$ cat src/rtl/ack_parser_if.sv
// Word stream from the UDT decode stage into ack_parser.
// The master drives the packet words; the slave (ack_parser) returns in_tready.
interface ack_parser_if #(
  parameter int DATA_W = 32
) ();
  logic [DATA_W-1:0]   in_tdata;
  logic [DATA_W/8-1:0] in_tkeep;
  logic                in_tvalid;
  logic                in_tready;
  logic                in_tlast;

  modport master (output in_tdata, in_tkeep, in_tvalid, in_tlast, input in_tready);
  modport slave  (input in_tdata, in_tkeep, in_tvalid, in_tlast, output in_tready);
endinterface

$ cat src/rtl/ack_parser.sv
// Parses UDT full/light ACK control packets into registered fields and ACK2 requests.
// Optional macro ACK_RATE_FIELDS_EN builds the receive-rate / link-capacity registers.
module ack_parser #(
  parameter int          C_S_AXI_DATA_WIDTH = 32,
  parameter int          CNT_W              = 16,
  parameter logic [14:0] ACK_TYPE           = 15'h0002
) (
  input  logic             core_clk,
  input  logic             core_rst_n,
  ack_parser_if.slave      in_if,
  input  logic             ack_en,
  output logic             ack_valid,
  output logic             ack_light,
  output logic [30:0]      ack_seqno,
  output logic [31:0]      ack_rtt,
  output logic [31:0]      ack_rttvar,
  output logic [31:0]      ack_avail_buf,
  output logic [31:0]      ack_rcv_rate,
  output logic [31:0]      ack_link_cap,
  output logic             ack2_valid,
  output logic [31:0]      ack2_ackno,
  input  logic             ack2_ready,
  output logic [CNT_W-1:0] malformed_cnt,
  output logic [CNT_W-1:0] stale_cnt,
  output logic [CNT_W-1:0] ack2_drop_cnt
);
  typedef enum logic [2:0] {IDLE, SKIP, HDR, BODY, COMMIT} state_e;

  typedef struct packed {
    logic [31:0] rtt;
    logic [31:0] rttvar;
    logic [31:0] avail_buf;
  } fields_t;

  typedef struct packed {
    logic [31:0] sub_seq;
    logic [31:0] seqno;
    fields_t     f;
  } body_t;

  // Beat index saturates here; anything at or past it only matters as ">= 9".
  localparam logic [3:0] BEAT_MAX = 4'd10;

  function automatic logic [CNT_W-1:0] sat_inc(input logic [CNT_W-1:0] v);
    return (&v) ? v : v + 1'b1;
  endfunction

  state_e                  state_q, state_d;
  logic [3:0]              beat_q, beat_d;
  logic                    type_ok_q, type_ok_d;
  body_t                   body_q, body_d;
  fields_t                 fields_q, fields_d;
  logic                    have_seq_q, have_seq_d;
  logic                    ack_valid_q, ack_valid_d;
  logic                    ack_light_q, ack_light_d;
  logic [30:0]             ack_seqno_q, ack_seqno_d;
  logic                    ack2_valid_q, ack2_valid_d;
  logic [31:0]             ack2_ackno_q, ack2_ackno_d;
  logic [CNT_W-1:0]        malformed_q, malformed_d;
  logic [CNT_W-1:0]        stale_q, stale_d;
  logic [CNT_W-1:0]        drop_q, drop_d;

  logic [C_S_AXI_DATA_WIDTH-1:0] data;
  logic        beat, in_ack_pkt, commit, is_light, is_full, fresh, take_full;
  logic [30:0] seq_dist;
  logic        unused_tkeep;

  assign data            = in_if.in_tdata;
  assign in_if.in_tready = (state_q != COMMIT);
  assign beat            = in_if.in_tvalid & in_if.in_tready;
  assign in_ack_pkt      = (state_q == HDR) || (state_q == BODY);
  assign unused_tkeep    = ^in_if.in_tkeep;

  // NOTE: every signal gets its default before any branch, so no path can infer a latch.
  always_comb begin
    state_d      = state_q;
    beat_d       = beat_q;
    type_ok_d    = type_ok_q;
    body_d       = body_q;
    fields_d     = fields_q;
    have_seq_d   = have_seq_q;
    ack_valid_d  = 1'b0;
    ack_light_d  = ack_light_q;
    ack_seqno_d  = ack_seqno_q;
    ack2_valid_d = ack2_valid_q;
    ack2_ackno_d = ack2_ackno_q;
    malformed_d  = malformed_q;
    stale_d      = stale_q;
    drop_d       = drop_q;
    commit       = 1'b0;
    take_full    = 1'b0;

    if (beat) begin
      beat_d = in_if.in_tlast ? 4'd0 : ((beat_q == BEAT_MAX) ? beat_q : beat_q + 4'd1);
      if (in_ack_pkt) begin
        case (beat_q)
          4'd1:    body_d.sub_seq     = data;
          4'd4:    body_d.seqno       = data;
          4'd5:    body_d.f.rtt       = data;
          4'd6:    body_d.f.rttvar    = data;
          4'd7:    body_d.f.avail_buf = data;
          default: ;
        endcase
      end
    end

    unique case (state_q)
      IDLE: if (beat) begin
        type_ok_d = data[31] && (data[30:16] == ACK_TYPE);
        if (!ack_en)             state_d = in_if.in_tlast ? IDLE : SKIP;
        else if (in_if.in_tlast) begin state_d = COMMIT; commit = 1'b1; end
        else                     state_d = HDR;
      end
      SKIP:   if (beat && in_if.in_tlast) state_d = IDLE;
      HDR: if (beat) begin
        if (in_if.in_tlast)     begin state_d = COMMIT; commit = 1'b1; end
        else if (beat_q == 4'd3) state_d = BODY;
      end
      BODY:   if (beat && in_if.in_tlast) begin state_d = COMMIT; commit = 1'b1; end
      COMMIT: state_d = IDLE;
      default: state_d = IDLE;
    endcase

    // A beat-0 commit leaves beat_q at 0, so a stale type_ok_q cannot classify it.
    is_light = commit && type_ok_q && (beat_q == 4'd4) && !body_d.seqno[31];
    is_full  = commit && type_ok_q && (beat_q >= 4'd9) && !body_d.seqno[31];
    seq_dist = body_d.seqno[30:0] - ack_seqno_q;
    fresh    = !have_seq_q || ((seq_dist != 31'd0) && !seq_dist[30]);

    if (commit && !is_light && !is_full) begin
      malformed_d = sat_inc(malformed_q);
    end else if ((is_light || is_full) && !fresh) begin
      stale_d = sat_inc(stale_q);
    end else if (is_light || is_full) begin
      ack_valid_d = 1'b1;
      ack_light_d = is_light;
      ack_seqno_d = body_d.seqno[30:0];
      have_seq_d  = 1'b1;
      take_full   = is_full;
      if (is_full) fields_d = body_d.f;
    end

    // ACK2 echoes every well-formed full ACK, even a stale one.
    if (is_full) begin
      ack2_valid_d = 1'b1;
      ack2_ackno_d = body_d.sub_seq;
      if (ack2_valid_q && !ack2_ready) drop_d = sat_inc(drop_q);
    end else if (ack2_ready) begin
      ack2_valid_d = 1'b0;
    end
  end

  // NOTE: state flops use non-blocking assignments so all registers update together at the edge.
  always_ff @(posedge core_clk) begin
    if (!core_rst_n) begin
      state_q      <= IDLE;
      beat_q       <= '0;
      type_ok_q    <= 1'b0;
      body_q       <= '0;
      fields_q     <= '0;
      have_seq_q   <= 1'b0;
      ack_valid_q  <= 1'b0;
      ack_light_q  <= 1'b0;
      ack_seqno_q  <= '0;
      ack2_valid_q <= 1'b0;
      ack2_ackno_q <= '0;
      malformed_q  <= '0;
      stale_q      <= '0;
      drop_q       <= '0;
    end else begin
      state_q      <= state_d;
      beat_q       <= beat_d;
      type_ok_q    <= type_ok_d;
      body_q       <= body_d;
      fields_q     <= fields_d;
      have_seq_q   <= have_seq_d;
      ack_valid_q  <= ack_valid_d;
      ack_light_q  <= ack_light_d;
      ack_seqno_q  <= ack_seqno_d;
      ack2_valid_q <= ack2_valid_d;
      ack2_ackno_q <= ack2_ackno_d;
      malformed_q  <= malformed_d;
      stale_q      <= stale_d;
      drop_q       <= drop_d;
    end
  end

`ifdef ACK_RATE_FIELDS_EN
  logic [31:0] rate_sh_q, rate_sh_d, cap_sh_q, cap_sh_d;
  logic [31:0] rcv_rate_q, rcv_rate_d, link_cap_q, link_cap_d;

  always_comb begin
    rate_sh_d  = rate_sh_q;
    cap_sh_d   = cap_sh_q;
    rcv_rate_d = rcv_rate_q;
    link_cap_d = link_cap_q;
    if (beat && in_ack_pkt && (beat_q == 4'd8)) rate_sh_d = data;
    if (beat && in_ack_pkt && (beat_q == 4'd9)) cap_sh_d  = data;
    if (take_full) begin
      rcv_rate_d = rate_sh_d;
      link_cap_d = cap_sh_d;
    end
  end

  always_ff @(posedge core_clk) begin
    if (!core_rst_n) begin
      rate_sh_q  <= '0;
      cap_sh_q   <= '0;
      rcv_rate_q <= '0;
      link_cap_q <= '0;
    end else begin
      rate_sh_q  <= rate_sh_d;
      cap_sh_q   <= cap_sh_d;
      rcv_rate_q <= rcv_rate_d;
      link_cap_q <= link_cap_d;
    end
  end

  assign ack_rcv_rate = rcv_rate_q;
  assign ack_link_cap = link_cap_q;
`else
  logic unused_take_full;
  assign unused_take_full = take_full;
  assign ack_rcv_rate     = 32'd0;
  assign ack_link_cap     = 32'd0;
`endif

  assign ack_valid     = ack_valid_q;
  assign ack_light     = ack_light_q;
  assign ack_seqno     = ack_seqno_q;
  assign ack_rtt       = fields_q.rtt;
  assign ack_rttvar    = fields_q.rttvar;
  assign ack_avail_buf = fields_q.avail_buf;
  assign ack2_valid    = ack2_valid_q;
  assign ack2_ackno    = ack2_ackno_q;
  assign malformed_cnt = malformed_q;
  assign stale_cnt     = stale_q;
  assign ack2_drop_cnt = drop_q;
endmodule

$ cat src/flat_wrapper.sv
// flat-port wrapper written by rule: the top's interface ports become plain ports
module ack_parser_flat 
#(
  parameter int          C_S_AXI_DATA_WIDTH = 32,
  parameter int          CNT_W              = 16,
  parameter logic [14:0] ACK_TYPE           = 15'h0002
)
  (core_clk, core_rst_n, ack_en, ack_valid, ack_light, ack_seqno, ack_rtt, ack_rttvar, ack_avail_buf, ack_rcv_rate, ack_link_cap, ack2_valid, ack2_ackno, ack2_ready, malformed_cnt, stale_cnt, ack2_drop_cnt, in_if_in_tdata, in_if_in_tkeep, in_if_in_tvalid, in_if_in_tlast, in_if_in_tready);
  ack_parser_if in_if_i ();
  input  logic core_clk;
  input  logic core_rst_n;
  input  logic ack_en;
  output logic ack_valid;
  output logic ack_light;
  output logic [30:0] ack_seqno;
  output logic [31:0] ack_rtt;
  output logic [31:0] ack_rttvar;
  output logic [31:0] ack_avail_buf;
  output logic [31:0] ack_rcv_rate;
  output logic [31:0] ack_link_cap;
  output logic ack2_valid;
  output logic [31:0] ack2_ackno;
  input  logic ack2_ready;
  output logic [CNT_W-1:0] malformed_cnt;
  output logic [CNT_W-1:0] stale_cnt;
  output logic [CNT_W-1:0] ack2_drop_cnt;
  input wire logic [$bits(in_if_i.in_tdata)-1:0] in_if_in_tdata;
  input wire logic [$bits(in_if_i.in_tkeep)-1:0] in_if_in_tkeep;
  input wire logic [$bits(in_if_i.in_tvalid)-1:0] in_if_in_tvalid;
  input wire logic [$bits(in_if_i.in_tlast)-1:0] in_if_in_tlast;
  output wire logic [$bits(in_if_i.in_tready)-1:0] in_if_in_tready;
  assign in_if_i.in_tdata = in_if_in_tdata;
  assign in_if_i.in_tkeep = in_if_in_tkeep;
  assign in_if_i.in_tvalid = in_if_in_tvalid;
  assign in_if_i.in_tlast = in_if_in_tlast;
  assign in_if_in_tready = in_if_i.in_tready;
  ack_parser #(.C_S_AXI_DATA_WIDTH(C_S_AXI_DATA_WIDTH), .CNT_W(CNT_W), .ACK_TYPE(ACK_TYPE)) u_core (.core_clk(core_clk), .core_rst_n(core_rst_n), .in_if(in_if_i), .ack_en(ack_en), .ack_valid(ack_valid), .ack_light(ack_light), .ack_seqno(ack_seqno), .ack_rtt(ack_rtt), .ack_rttvar(ack_rttvar), .ack_avail_buf(ack_avail_buf), .ack_rcv_rate(ack_rcv_rate), .ack_link_cap(ack_link_cap), .ack2_valid(ack2_valid), .ack2_ackno(ack2_ackno), .ack2_ready(ack2_ready), .malformed_cnt(malformed_cnt), .stale_cnt(stale_cnt), .ack2_drop_cnt(ack2_drop_cnt));
endmodule
$ cat config.mk
export PLATFORM = sky130hd
export DESIGN_NAME = ack_parser_flat
export DESIGN_NICKNAME = d
export VERILOG_FILES = /design/src/rtl/ack_parser_if.sv /design/src/rtl/ack_parser.sv /design/src/flat_wrapper.sv
export SDC_FILE = /design/constraint.sdc
export NUM_CORES = 1
export LEC_CHECK = 0
export BUFFER_PORTS_ARGS = -buffer_cell sky130_fd_sc_hd__buf_4
export CORE_ASPECT_RATIO = 0.8
export CORE_UTILIZATION = 60
export CTS_CLUSTER_SIZE = 20
export DETAILED_ROUTE_END_ITERATION = 16
export PLACE_DENSITY = 0.88
export SYNTH_ARGS = -nofsm -noshare
export SYNTH_HDL_FRONTEND = slang
export SYNTH_SLANG_ARGS = --single-unit
$ cat constraint.sdc
create_clock -name core_clk -period 12.23 [get_ports core_clk]
set_input_delay 3.0575 -clock core_clk [delete_from_list [all_inputs] [get_ports core_clk]]
set_output_delay 3.0575 -clock core_clk [all_outputs]
set_load 0.01 [all_outputs]
Yosys cells after proc, flatten, opt, wreduce, memory -nomap -nowiden
Cells that the tools add are included.

word-level totals
  bits in latches = 0
  output and inout port bits = 275
  memory bits (writable) = 0
  memories kept = 0
  bits of input ports = 42
  ROM bits = 0
  register bits = 379
  logic and storage cells = 116

operators by class
  bitwise operators = 7
  div/mod/pow operators = 0
  magnitude comparators = 1
  multiplexer cells = 28
  shifts and indexed selects = 0
  $mul = 0
  equality and inequality tests = 18
  reduce and logical (&&, ||, !) cells = 37
  add/subtract/negate cells = 5

operator list
  operator                                                                count
  160-bit 2-to-1 mux                                                      2
  32-bit 2-to-1 mux                                                       5
  16-bit by 1-bit adder with 16-bit output, second input constant         3
  16-bit AND reduction                                                    3
  31-bit nonzero test                                                     1
  31-bit subtractor                                                       1
  3-bit 2-to-1 mux                                                        8
  4-bit by 3-bit equality test with 1-bit output, second input constant   4
  15-bit by 2-bit equality test with 1-bit output, second input constant  1
  1-bit logical AND                                                       12
  3-bit case mux with 4 select lines                                      1
  1-bit 2-to-1 mux                                                        9
  3-bit AND reduction                                                     3
  4-bit 2-to-1 mux                                                        2
  1-bit zero test                                                         7
  3-bit by 2-bit equality test with 1-bit output, second input constant   2
  2-bit by 1-bit != test with 1-bit output, second input constant         3
  3-bit != test, second input constant                                    2
  1-bit NOT                                                               6
  2-bit AND reduction                                                     3
  5-bit AND reduction                                                     1
  4-bit by 1-bit adder with 4-bit output, second input constant           1
  4-bit by 1-bit equality test with 1-bit output, second input constant   1
  4-bit by 2-bit equality test with 1-bit output, second input constant   1
  other kinds (11)                                                        14

Longest topological paths before layout
  word-level depth = 13
  mapped depth = 24
  gate-level depth less buffers = 18

Least setup slack after synthesis
Ideal clock, no wire load.

  kind = input to register
  start point = input in_if_in_tvalid
  end point = register u_core.fields_q, in the netlist u_core.ack_rttvar[10]
  required time = 12.116 ns
  setup time = 0.114 ns
  arrival = 7.405 ns
  path slack = 4.711 ns
  stages = 22
  cell sequence = nor4bb_1 > nor2b_1 > clkbuf_1 > buf_1 > mux2i_1 > inv_1 > ha_1 > clkbuf_1 > a21oi_1 > o21ai_0 > a22oi_1 > nand4_1 > a21boi_0 > o21ai_0 > xor2_1 > nor2_1 > a21oi_1 > buf_4 > buf_2 > buf_1 > a21oi_1 > a21o_1

RTL lines
  element                 line                text
  start: declaration      flat_wrapper.sv:29  input wire logic [$bits(in_if_i.in_tvalid)-1:0] in_if_in_tvalid;
  end signal: assignment  ack_parser.sv:175   fields_q <= fields_d;
  end: declaration        ack_parser.sv:52    fields_t fields_q, fields_d;

==> results.txt <==
The count of yosys warnings during synthesis came out at 0. dfxtp_1 takes more of the synthesized area than any other cell. The summed area of non-filler cells in the final layout came out at approximately 20,000 um^2. Before antenna repair, the detailed router went through 6 iterations.

The post-synthesis simple-gate area fraction is a little under a fifth. After detailed routing, the average wire length per cell comes to 19.6 um. In this run the deepest clock path goes through 3 buffers. The critical path is of the primary input to register type.

For this run, the slowest stage of the critical path takes slightly below 0.9 ns. The fill cell instance count of the final layout is roughly 2,000. The sum of net half-perimeters after detailed placement came out at 33.1 mm. The clock buffer count from CTS came out at 38.

The number of slew-limit violations in the final report came out at 0. Data on the critical path is required at its endpoint by around 13 ns. In the synthesized netlist the dominant register cell turns out to be dfxtp_1. The fmax is around 120 MHz. The tightest min-delay check is of the register to register type.

In this run the horizontal extent of the chip is 190 um. TritonCTS built the clock tree. The initial cell density of the core is 61.6%.

Using the TritonRoute via totals, the vias-per-cell ratio works out to 5.99. The number of flops mapped to enable cells by yosys is 0. The sum of negative setup slack is 0 ns. Gates resized during post-CTS repair numbered 0. The via count of the first global-routing pass is roughly 14,000.

The fraction of registers with async set/reset came out at 0%. The area after detailed placement came out at around 19,000 um^2. By area, the combinational part of the netlist is dominated by compound AO/OA/AOI/OAI gates. The TritonCTS sink count came out at between 300 and 400. The register area share after synthesis is between 40 and 50%. Grouping stages by cell kind, the critical path spends the most delay in compound AO/OA/AOI/OAI gates. In this run, post-CTS hold repair placed 0 buffers. The portion of the clock cycle consumed by the worst path in the final layout is 68.9%. The height of the chip came out at ~150 um.

The library cell contributing the largest single delay on the critical path is buf_4. The global placement routability congestion came out at around 0.94. The number of top-level pins is 317.

The leakage power total came out at 9.16 nW. The initial antenna violation count came out at 1. The H-tree generated during clock tree synthesis spans 2 levels. STA classifies the critical path startpoint as a primary input. The insertion delay of the later-clocked pin in the worst-skew pair is 0.54 ns. The shortest period the worst path allows came out at 8.43 ns. The detailed router's first-iteration violation count is roughly 1,700. The first global-routing pass estimated roughly 78 mm of wire. The sum of buffers and inverters on the critical path came out at 4. The mean cell area of the mapped netlist came out at approximately 8.3 um^2.

The area growth from synthesis to layout came out at 17.4%. The total overflow reported by the global router came out at 0. The mux contribution to synthesized area is under 10%.

The post-synthesis share of cell area spent on xor and xnor gates is under 10%. The maximum fanout encountered on the critical timing path came out at between 90 and 100. Setup repair after global routing left no endpoint under its margin. The number of antenna-violating nets in the routed design is 0. The slew at the pin closest to its max-slew limit came out at between 1 and 1.5 ns. The share of synthesized area in the top cell type comes to ~45%. In this run the cell area of the synthesized design comes to approximately 17,000 um^2. In the post-synthesis netlist, the biggest area contributors are dfxtp_1 (45%), a21oi_1 (7.5%), nand2_1 (5.7%). Synthesis produced a netlist whose cell count is around 2,000. By instance count, the cell type seen most on the critical path is buf_4. Wires add up to 50.9 mm. The number of failing setup endpoints in the final timing report came out at 0. The via count of the routed design came out at 15,500. In this run the tool buffered the top-level ports with 248 buffer cells. Global routing used 33.7% of the available tracks across all layers. The number of antenna diodes in the final layout is 0. The root buffer cell is clkbuf_16. The number of unique standard cell types used by synthesis came out at 66. The final hold violation count came to 0.

The run finished with clean final reports. The clock-pin slew reported for the worst setup and hold paths after clock tree synthesis is 0.06 ns. The total power density per cell area is between 100 and 150 nW/um^2.

The post-layout net count is roughly 2,300. The signal on the critical path passes through buf_4, nor4bb_1, nor2b_4, buf_4, mux2i_1, inv_1, ha_1, a21oi_1, o21ai_0, a22oi_1, nand4_1, a21boi_0, o21ai_0, xor2_1, nor2_1, a21oi_4, buf_4, a21oi_1, a21o_1. The layout cell share with drive strength beyond 1 came out at around 15%. The normalized max-slew margin is a little under a fifth. The maximum number of pins on one net before global-route repair came out at 165.

STA classifies the critical path endpoint as a register. The power consumption came out at around 2.6 mW. The worst endpoint data arrival time is roughly 8.9 ns. Clock skew on the completed layout was measured at between 0.02 and 0.03 ns. The post-synthesis register bit count came out at roughly 380. The total setup buffers inserted after CTS is 0. The post-synthesis share of cell area spent on full adders, half adders and majority gates is ~2.7%. The synthesized-area fraction occupied by ao, oa, aoi and oai cells came out at between 10% and 20%.

The commonest cells after synthesis are dfxtp_1 (379), nand2_1 (256), a21oi_1 (254). The worst vdd rail ir drop is just over 0.1 mV. The floorplan die area is 29,000 um^2. The max-capacitance violation count is 0.

For this run, design rule violations remaining after detail routing come to 0. The most frequently used cell type in the post-synthesis netlist is dfxtp_1. The area of the core came out at 27,600 um^2. The floorplan has 54 rows.
==> worst paths after layout <==
check	endpoint	cells after the start	slack, ns	startpoint
setup / recovery	u_core.ack_rtt[19]	19	3.80	in_if_in_tvalid
hold / removal	u_core.body_q[69]	2	0.46	u_core.body_q[69]
hold reg to reg	u_core.body_q[69]	2	0.46	u_core.body_q[69]
setup reg to reg	u_core.ack_rtt[19]	18	5.90	u_core.state_q[1]
==> flip-flops by register name, indices dropped and copies added (netlist names) <==
name,count
u_core.have_seq_q,1
u_core.state_q,3
u_core.ack2_ackno,32
u_core.body_q,160
u_core.ack_seqno,31
u_core.malformed_cnt,16
u_core.stale_cnt,16
u_core.ack_rtt,32
u_core.beat_q,4
u_core.ack2_valid,1
u_core.ack_rttvar,32
u_core.type_ok_q,1
u_core.ack_avail_buf,32
u_core.ack2_drop_cnt,16
u_core.ack_valid,1
u_core.ack_light,1
==> metal layers <==
metal  vias to the layer above  global-route usage [%]  routed length, um  share of wire, %
met5                         -                       0                  0                 0
met3                       160                    10.3               6260                12
met1                      7266                    44.6              20200                40
li1                       7243                       -                  -                 -
met4                         0                    15.5               2410               4.7
met2                       843                    50.3              21900                43
==> per-stage QoR <==
| step | cells | worst slack, ns | hold WS (ns) | util (%) |
|---|---|---|---|---|
| finish | 2591 | 3.80 | 0.461 | 72.3 |
| global route | 2591 | 3.40 | 0.479 | 72.3 |
| CTS | 2591 | 3.92 | 0.461 | 72.3 |
| detailed placement | 2523 | 3.45 | 0.452 | 67.5 |
| global placement | 2523 | 3.59 | 0.446 | 67.5 |
| floorplan | 2111 | 4.71 | 0.440 | - |
==> logic make-up after synthesis <==
kind of cell / Yosys count
and+or+nand+nor: 710
adders and majority gates: 37
AOI/OAI and AO/OA: 519
DFF: 379
buffers and inverters: 283
xor gates and xnor gates: 37
other: 1
muxes: 82
==> worst register-to-register path, delay by kind of cell (launching register included) <==
kind	cells	cell delay, ns
flip-flops	1	0.46
XOR/XNOR	1	0.24
buffers and inverters	3	1.45
adder cells (fa/ha/maj)	1	0.43
multiplexers	1	0.37
AO/OA/AOI/OAI	8	2.26
AND/OR/NAND/NOR	4	1.04
==> cell type report <==
cell class | instances | area [um^2] | share of cell area, %
multi-input combinational | 1449 | 8330 | 41.8
sequential | 379 | 7590 | 38.1
timing repair buffer | 261 | 1960 | 9.83
clock buffer | 57 | 1150 | 5.75
tap | 364 | 455 | 2.28
inverter | 70 | 270 | 1.36
clock inverter | 11 | 186 | 0.935
==> placed cells by master (no fill, tap or decap), types with 4 or more instances in the layout <==
master	n
dfxtp_1	379
buf_4	261
nand2_1	256
a21oi_1	253
nor2_1	188
nand3_1	137
a21o_1	102
mux2i_1	75
inv_1	69
a211oi_1	64
conb_1	64
clkbuf_16	41
ha_1	37
o21ai_0	29
nand4_1	22
xor2_1	22
o21a_1	15
xnor2_1	15
or3_1	14
nor3_1	12
nor4_1	11
nand2b_1	10
and3_1	10
clkbuf_1	10
o211ai_1	9
and2_1	9
nor2b_1	9
mux2_2	7
and4_1	6
clkbuf_8	6
bufinv_16	5
or2_2	4
a31oi_1	4
o41ai_1	4
o31ai_1	4
or4_1	4
clkinv_2	4
==> power by group <==
part	switching (mW)	total (mW)	internal (mW)
registers	0.00228	1.24	1.24
logic	0.0654	0.0812	0.0158
clock network	0.489	1.24	0.755
Power figures use the tool's default switching activity.
